<file path="src/rtl/fifo_pkt_pkg.sv">
// Shared definitions for the FIFO packet framer: frame marker, FSM states
// and the checksum finalisation helper.
package fifo_pkt_pkg;

  localparam logic [7:0] SOF_BYTE = 8'hA5;

  typedef enum logic [2:0] {
    IDLE,
    SOF,
    LEN,
    PAY,
    CSUM
  } state_t;

  // Two's-complement negation so that LEN + payload + CSUM sums to zero mod 256.
  function automatic logic [7:0] csum_final(input logic [7:0] sum);
    return (~sum) + 8'd1;
  endfunction

endpackage

</file>
<file path="src/rtl/fifo_pkt_framer.sv">
// Drains the upstream byte FIFO and wraps the bytes in SOF/LEN/payload/CSUM
// frames on a valid/ready byte stream. A frame starts on a full payload's
// worth of data or after a timeout with a partial, non-empty FIFO.
module fifo_pkt_framer
  import fifo_pkt_pkg::*;
#(
  parameter int DATA_WIDTH  = 8,
  parameter int FIFO_DEPTH  = 16,
  parameter int MAX_PAYLOAD = 8,
  parameter int TIMEOUT_CYC = 64,
  localparam int CNT_W      = $clog2(FIFO_DEPTH) + 1
) (
  input  logic                  clk,
  input  logic                  rst_n,
  input  logic                  fifo_empty,
  input  logic [CNT_W-1:0]      fifo_count,
  output logic                  fifo_rd_en,
  input  logic [DATA_WIDTH-1:0] fifo_rd_data,
  output logic                  m_valid,
  input  logic                  m_ready,
  output logic [DATA_WIDTH-1:0] m_data,
  output logic                  m_last,
  output logic                  busy,
  output logic [15:0]           frame_cnt
);

  localparam int TMR_W = $clog2(TIMEOUT_CYC + 1);
  localparam logic [TMR_W-1:0]      TMR_LAST = TMR_W'(TIMEOUT_CYC - 1);
  localparam logic [CNT_W-1:0]      MAX_CNT  = CNT_W'(MAX_PAYLOAD);
  localparam logic [DATA_WIDTH-1:0] MAX_LEN  = DATA_WIDTH'(MAX_PAYLOAD);

  state_t                  r_state;
  state_t                  w_state_nxt;
  logic [TMR_W-1:0]        r_tmr;
  logic [DATA_WIDTH-1:0]   r_len;
  logic [DATA_WIDTH-1:0]   r_req;
  logic [DATA_WIDTH-1:0]   r_ack;
  logic [DATA_WIDTH-1:0]   r_csum;
  logic                    r_pending;
  logic                    r_m_valid;
  logic [DATA_WIDTH-1:0]   r_m_data;
  logic                    r_m_last;
  logic [15:0]             r_frame_cnt;

  logic                    w_accept;
  logic                    w_out_free;
  logic                    w_full_start;
  logic                    w_tmo_start;
  logic                    w_start;
  logic                    w_rd_en;
  logic                    w_last_pay;
  logic [DATA_WIDTH-1:0]   w_len_latch;

  assign w_accept     = r_m_valid && m_ready;
  assign w_out_free   = !r_m_valid || m_ready;
  assign w_full_start = (fifo_count >= MAX_CNT);
  assign w_tmo_start  = !fifo_empty && (r_tmr == TMR_LAST);
  // When not full, occupancy is below MAX_PAYLOAD (<=255), so the cast is lossless.
  assign w_len_latch  = w_full_start ? MAX_LEN : DATA_WIDTH'(fifo_count);
  // Acceptance of the final payload byte of the frame.
  assign w_last_pay   = (r_state == PAY) && w_accept && (r_ack == (r_len - 1'b1));

  // Next-state and read-strobe decode.
  always_comb begin
    w_state_nxt = r_state;
    w_start     = 1'b0;
    w_rd_en     = 1'b0;
    case (r_state)
      IDLE: begin
        if (w_full_start || w_tmo_start) begin
          w_start     = 1'b1;
          w_state_nxt = SOF;
        end
      end
      SOF: begin
        if (w_accept) w_state_nxt = LEN;
      end
      LEN: begin
        if (w_accept) w_state_nxt = PAY;
      end
      PAY: begin
        w_rd_en = (r_req < r_len) && !r_pending && !fifo_empty && w_out_free;
        if (w_last_pay) w_state_nxt = CSUM;
      end
      CSUM: begin
        if (w_accept) w_state_nxt = IDLE;
      end
      default: w_state_nxt = IDLE;
    endcase
  end

  // FSM state register.
  always_ff @(posedge clk or negedge rst_n) begin
    if (!rst_n) r_state <= IDLE;
    else        r_state <= w_state_nxt;
  end

  // Partial-data timer: runs only in IDLE while the FIFO holds a short payload.
  always_ff @(posedge clk or negedge rst_n) begin
    if (!rst_n) begin
      r_tmr <= '0;
    end else if ((r_state != IDLE) || fifo_empty || w_start) begin
      r_tmr <= '0;
    end else if (fifo_count < MAX_CNT) begin
      r_tmr <= r_tmr + 1'b1;
    end
  end

  // Frame bookkeeping: length, read/accept counters, outstanding read, checksum.
  always_ff @(posedge clk or negedge rst_n) begin
    if (!rst_n) begin
      r_len     <= '0;
      r_req     <= '0;
      r_ack     <= '0;
      r_csum    <= '0;
      r_pending <= 1'b0;
    end else if (w_start) begin
      r_len     <= w_len_latch;
      r_csum    <= w_len_latch;
      r_req     <= '0;
      r_ack     <= '0;
      r_pending <= 1'b0;
    end else begin
      // At most one read in flight; its data lands in the output reg next cycle.
      r_pending <= w_rd_en;
      if (w_rd_en)   r_req  <= r_req + 1'b1;
      if (r_pending) r_csum <= r_csum + fifo_rd_data;
      if ((r_state == PAY) && w_accept) r_ack <= r_ack + 1'b1;
    end
  end

  // Output register: holds its byte until accepted, then reloads or empties.
  always_ff @(posedge clk or negedge rst_n) begin
    if (!rst_n) begin
      r_m_valid <= 1'b0;
      r_m_data  <= '0;
      r_m_last  <= 1'b0;
    end else if (w_start) begin
      r_m_valid <= 1'b1;
      r_m_data  <= SOF_BYTE;
      r_m_last  <= 1'b0;
    end else if ((r_state == SOF) && w_accept) begin
      r_m_valid <= 1'b1;
      r_m_data  <= r_len;
      r_m_last  <= 1'b0;
    end else if ((r_state == PAY) && r_pending) begin
      r_m_valid <= 1'b1;
      r_m_data  <= fifo_rd_data;
      r_m_last  <= 1'b0;
    end else if (w_last_pay) begin
      r_m_valid <= 1'b1;
      r_m_data  <= csum_final(r_csum);
      r_m_last  <= 1'b1;
    end else if (w_accept) begin
      r_m_valid <= 1'b0;
      r_m_last  <= 1'b0;
    end
  end

  // Completed-frame counter, bumped when the CSUM byte is taken.
  always_ff @(posedge clk or negedge rst_n) begin
    if (!rst_n)                          r_frame_cnt <= '0;
    else if ((r_state == CSUM) && w_accept) r_frame_cnt <= r_frame_cnt + 1'b1;
  end

  assign fifo_rd_en = w_rd_en;
  assign m_valid    = r_m_valid;
  assign m_data     = r_m_data;
  assign m_last     = r_m_last;
  assign busy       = (r_state != IDLE);
  assign frame_cnt  = r_frame_cnt;

endmodule

</file>
<file path="config.mk">
export PLATFORM = sky130hd
export DESIGN_NAME = fifo_pkt_framer
export DESIGN_NICKNAME = d
export VERILOG_FILES = /design/src/rtl/fifo_pkt_pkg.sv /design/src/rtl/fifo_pkt_framer.sv
export SDC_FILE = /design/constraint.sdc
export NUM_CORES = 1
export LEC_CHECK = 0
export BUFFER_PORTS_ARGS = -buffer_cell sky130_fd_sc_hd__clkbuf_2
export CORE_UTILIZATION = 55
export DETAILED_ROUTE_END_ITERATION = 7
export HOLD_SLACK_MARGIN = 0.08
export PLACE_DENSITY = 0.74
export SLEW_MARGIN = 30
export SYNTH_ARGS = -nofsm -noshare
export SYNTH_HDL_FRONTEND = slang
export SYNTH_SLANG_ARGS = --single-unit
</file>
<file path="constraint.sdc">
create_clock -name clk -period 3.1 [get_ports clk]
set_clock_uncertainty 0.15 [all_clocks]
set_input_delay 0.155 -clock clk [delete_from_list [all_inputs] [get_ports clk]]
set_output_delay 0.155 -clock clk [all_outputs]
set_load 0.01 [all_outputs]
</file>
After elaboration in Yosys (flattened, before gate mapping)
Index checks and enable logic that the tools add are counted.
{"block": "op_classes", "addsub": 7, "magnitude_cmp": 3, "eq_ne": 11, "n_mux": 31, "n_bitwise": 1, "reduce_logical": 26}
{"op": "two-way mux 8 bit", "n": 10}
{"op": "adder 8 x 1 -> 8 bit (second input constant)", "n": 3}
{"op": "adder 16 x 1 -> 16 bit (second input constant)", "n": 1}
{"op": "two-way mux 3 bit", "n": 5}
{"op": "one-hot mux 3 bit (5 select lines)", "n": 1}
{"op": "two-way mux 7 bit", "n": 2}
{"op": "two-way mux 1 bit", "n": 12}
{"op": "logical AND 1 bit", "n": 10}
{"op": "!= test 2 bit (second input constant)", "n": 5}
{"op": "adder 8 bit", "n": 1}
{"op": "equality test 8 bit", "n": 1}
{"op": "less-than comparator 8 bit", "n": 1}
{"op": "NOT 8 bit", "n": 1}
{"op": "nonzero test 2 bit", "n": 4}
{"op": "subtractor 8 x 1 -> 8 bit (second input constant)", "n": 1}
{"op": "adder 7 x 1 -> 7 bit (second input constant)", "n": 1}
{"op": "equality test 7 x 6 -> 1 bit (second input constant)", "n": 1}
{"op": "equality test 3 x 2 -> 1 bit (second input constant)", "n": 2}
{"op": ">= comparator 5 x 4 -> 1 bit (second input constant)", "n": 1}
{"op": "less-than comparator 5 x 4 -> 1 bit (second input constant)", "n": 1}
{"op": "two-way mux 5 bit", "n": 1}
{"op": "AND reduction 5 bit", "n": 1}
{"op": "nonzero test 5 bit", "n": 1}
{"op": "logical OR 1 bit", "n": 4}
{"op": "other kinds (6)", "n": 8}
{"block": "word_totals", "ff_bits": 69, "input_bits": 17, "out_inout_bits": 28}

Longest topological paths before layout
{"block": "logic_depth", "ltp_word": 7, "mapped_depth": 10, "mapped_depth_nobuf": 9}

Least setup slack after synthesis
Ideal clock, no wire load.
{"block": "synth_timing", "kind": "flip-flop to flip-flop", "startpoint": "register r_len[0]", "endpoint": "register r_m_valid, in the netlist m_valid", "arrival_ns": 2.010, "required_time_ns": 2.812, "setup_slack_ns": 0.801, "path_stages_with_launch": 10, "path_buffers": 2, "cell_sequence": "dfrtp_1 inv_1 ha_1 buf_6 xnor2_1 a221oi_1 o2111a_1 and2_4 buf_6 or4_4"}
{"block": "synth_via", "elab_chain_len": 7}
{"item": "start: declaration", "line_no": "fifo_pkt_framer.sv:35", "rtl": "logic [DATA_WIDTH-1:0] r_len;"}
{"item": "start signal: assignment", "line_no": "fifo_pkt_framer.sv:118", "rtl": "r_len <= w_len_latch;"}
{"item": "subtractor 8 x 1 -> 8 bit *", "line_no": "fifo_pkt_framer.sv:61", "rtl": "assign w_last_pay = (r_state == PAY) && w_accept && (r_ack == (r_len - 1'b1));"}
{"item": "equality test 8 bit *", "line_no": "fifo_pkt_framer.sv:61"}
{"item": "logical AND 1 bit *", "line_no": "fifo_pkt_framer.sv:61"}
{"item": "two-way mux 1 bit", "line_no": "fifo_pkt_framer.sv:150", "rtl": "end else if (w_last_pay) begin"}
{"item": "two-way mux 1 bit", "line_no": "fifo_pkt_framer.sv:146", "rtl": "end else if ((r_state == PAY) && r_pending) begin"}
{"item": "two-way mux 1 bit", "line_no": "fifo_pkt_framer.sv:142", "rtl": "end else if ((r_state == SOF) && w_accept) begin"}
{"item": "two-way mux 1 bit", "line_no": "fifo_pkt_framer.sv:138", "rtl": "end else if (w_start) begin"}
{"item": "end signal: assignment", "line_no": "fifo_pkt_framer.sv:139", "rtl": "r_m_valid <= 1'b1;"}
{"item": "end signal: assignment", "line_no": "fifo_pkt_framer.sv:143", "rtl": "r_m_valid <= 1'b1;"}
{"item": "end signal: assignment", "line_no": "fifo_pkt_framer.sv:147", "rtl": "r_m_valid <= 1'b1;"}
{"item": "end: declaration", "line_no": "fifo_pkt_framer.sv:40", "rtl": "logic r_m_valid;"}
Every way passes the cells marked *; elsewhere a longest branch is shown, timed or not.
A chain may end at the register's enable or synchronous reset.

Final worst setup path
{"block": "layout_timing", "startpoint": "register r_len[4]", "endpoint": "output fifo_rd_en"}
{"block": "layout_via", "elab_chain_len": 5}
{"item": "less-than comparator 8 bit", "line_no": "fifo_pkt_framer.sv:82", "rtl": "w_rd_en = (r_req < r_len) && !r_pending && !fifo_empty && w_out_free;"}
{"item": "logical AND 1 bit (3 in a row)", "line_no": "fifo_pkt_framer.sv:82"}
{"item": "two-way mux 1 bit", "line_no": "fifo_pkt_framer.sv:68", "rtl": "case (r_state)"}
{"item": "end: declaration", "line_no": "fifo_pkt_framer.sv:17", "rtl": "output logic fifo_rd_en,"}
Every way passes these cells.

==> run summary <==
Buf/Inv on CP: 2
die area: 7080 um2
XOR/XNOR share of the synthesized area: 0.0968
Avg Synthesized Cell Area: 9.82 um2
Max stage delay on crit path: 0.52 ns
core region area: 6420 um2
Die Width: 84.1 um
GP Congestion: 0.809
Yosys warning count: 0
main combinational cell family by area after synthesis: simple AND/OR/NAND/NOR gates
Worst path top cell family by delay: simple AND/OR/NAND/NOR gates
initial drt markers: 166
Cell Chain, Critical Path: inv_1 > ha_1 > or4_1 > nor4_2 > o21a_1 > clkbuf_2
FF-to-FF setup slack: 0.47 ns
Initial Util: 0.578
CP Launch Type: register
most frequent cells in the layout: dfrtp_1 (66), clkbuf_2 (43), nor2_1 (32)
final instance area: 4370 um2
CTS tree: yes
share of synthesized flip-flops with an asynchronous set or reset: 1.00
CTS Buf Count: 9
VDD IR max: 0.623 mV
nets: 473
largest net degree at the start of global routing: 39
Final Max Slew Viols: 0
Clk pwr share: 0.254
fraction of final layout cells sized beyond drive strength 1: 0.190
Worst EP arrival: 2.49 ns
worst r2r src: r_len[0]
GR Util All Layers: 0.251
cell area after synthesis: 3710 um2
setup TNS: 0 ns
actual slew at the worst max-slew pin: 0.609 ns
register area share after synthesis: 0.445
commonest non-fill, non-tap cell in the layout: dfrtp_1
antenna cells: 0
max-cap check violation count: 0
synthesized instance count: 378
drt drc: 2
Routed WL: 8150 um
compound-cell area share of the yosys netlist: 0.120
Flop pwr share: 0.366
Area Growth Syn to Fin: 17.8%
post-CTS resize count: 0
routed via count: 3001
combinational power share: 0.380
final hold vios: 0
Post-CTS Setup Inserts: 0
Worst slew margin: 0.594
Worst-path clk slew: 0.08 ns
EDFF count, synth: 0
Post-DP Area: 3990 um2
hold slack: 0.0679 ns
Worst Reg-to-Reg Cells: 8
Top FF cell, synth: dfrtp_1
total grt overflow: 0
via/cell ratio: 5.77
first-pass GRT wire length: 14100 um
Synth area leader: dfrtp_1
clock tree buffer depth: 2
Detail Route Antenna Nets: 0
RSZ-0062 raised after global routing: false
Crit Path Max Fanout: 9
Core Rows: 29
antenna violations before repair: 0
Int Power: 2.21 mW
crit end category: primary output
FF-to-FF End: m_data[2]
FF+latch count, synth: 66
Synth Net Count: 413
post-synthesis mux area share: 0.0303
die span in y: 84.1 um
H-tree Lvls: 3
Clock Root Buffer: clkbuf_8
final number of setup-violating endpoints: 0
Pwr Density: 812 nW/um2
Synth cell types: 56
slowest stage cell, crit path: or4_1
post-DP HPWL: 5740 um
min cycle time layout: 2.80 ns
switching share of power: 0.376
CP required: 2.79 ns
DR pass1 iterations: 6
status: finished with violations
worst hold path class: in -> async
vias in the first global route: 2945
post-layout util: 0.680
Synth Area in Simple Gates: 0.205
critical path type: reg -> out
adder-cell share of the synthesized area: 0.0627
Synth area leaders: dfrtp_1 (45%), xnor2_1 (6.1%), ha_1 (5.7%), xor2_1 (3.5%), nor2_1 (3.2%)
FMAX: 357 MHz
Leakage: 2.06 nW
fin crit share: 0.903
Sw Pwr: 1.33 mW
clock sinks: 66
Port Buffers: 44
top cell type's share of synthesized area: 0.445
drt wl/cell: 15.7 um
io pins: 45
failing checks: DRC
Clk Latency, worst-skew pair: 0.35 ns
hold_buf cts: 11
## layer usage
layer,routed length [um],vias up,GRT usage
met1,3810,1454,0.344
li1,-,1477,-
met5,0,-,0
met2,3890,60,0.404
met4,83,0,0.0674
met3,370,10,0.0580
## worst max path at each step
stage | start | to | slack [ns] | cells after the start
after detailed placement | r_len[0] | m_data[2] | 0.26 | 8
after CTS | r_len[0] | m_data[2] | 0.22 | 8
after global routing | r_len[4] | fifo_rd_en | 0.15 | 6
after global placement | r_len[0] | m_data[2] | 0.38 | 8
after floorplan | r_len[0] | m_valid | 0.80 | 9
final | r_len[4] | fifo_rd_en | 0.30 | 6
## cell type report
type,count,area (um2)
clock buffer,9,124
clock inverter,7,124
fill,494,2050
inverter,14,52.6
multi-input combinational,284,1920
sequential,66,1650
tap,77,96.3
timing repair buffer,63,403
## sequential cells by signal (all words and copies together), names as in the netlist
name,cells
m_valid,1
m_data,8
r_tmr,7
r_pending,1
r_ack,8
r_len,5
frame_cnt,16
r_req,8
r_csum,8
m_last,1
r_state,3
## synthesized netlist by cell type (all sizes together), types with 3 or more instances
cell,count
nand4,7
and2,3
or3,6
inv,14
a211oi,6
nor2b,3
nor4,6
nor2,32
or4,3
ha,17
clkbuf,3
a31o,3
nand2,33
nand3,19
buf,11
and3,7
mux2i,9
nor3,8
xor2,15
dfrtp,66
nand2b,5
o21ai,23
xnor2,26
o22ai,3
a21oi,19
## cell families after synthesis
logic type               Yosys count
flip-flops                        66
adder cells (fa/ha/maj)           18
AND/OR/NAND/NOR                  142
buffers and inverters             28
multiplexers                      11
XOR/XNOR                          41
AO/OA/AOI/OAI                     72
## stage by stage
stage	power [mW]	instances	setup slack, ns
5_1_grt	3.80	520	0.145
4_1_cts	3.55	519	0.217
3_5_place_dp	2.62	492	0.265
6_report	3.55	520	0.302
3_3_place_gp	2.58	492	0.384
2_1_floorplan	2.28	378	0.801
## power by group through the flow
stage | logic (mW) | registers [mW] | clock network, mW
after floorplan | 1.04 | 1.25 | 0
after global placement | 1.28 | 1.30 | 0
after detailed placement | 1.32 | 1.30 | 0
after CTS | 1.35 | 1.29 | 0.916
after global routing | 1.52 | 1.32 | 0.957
final | 1.35 | 1.30 | 0.900
Power figures use the tool's default switching activity.
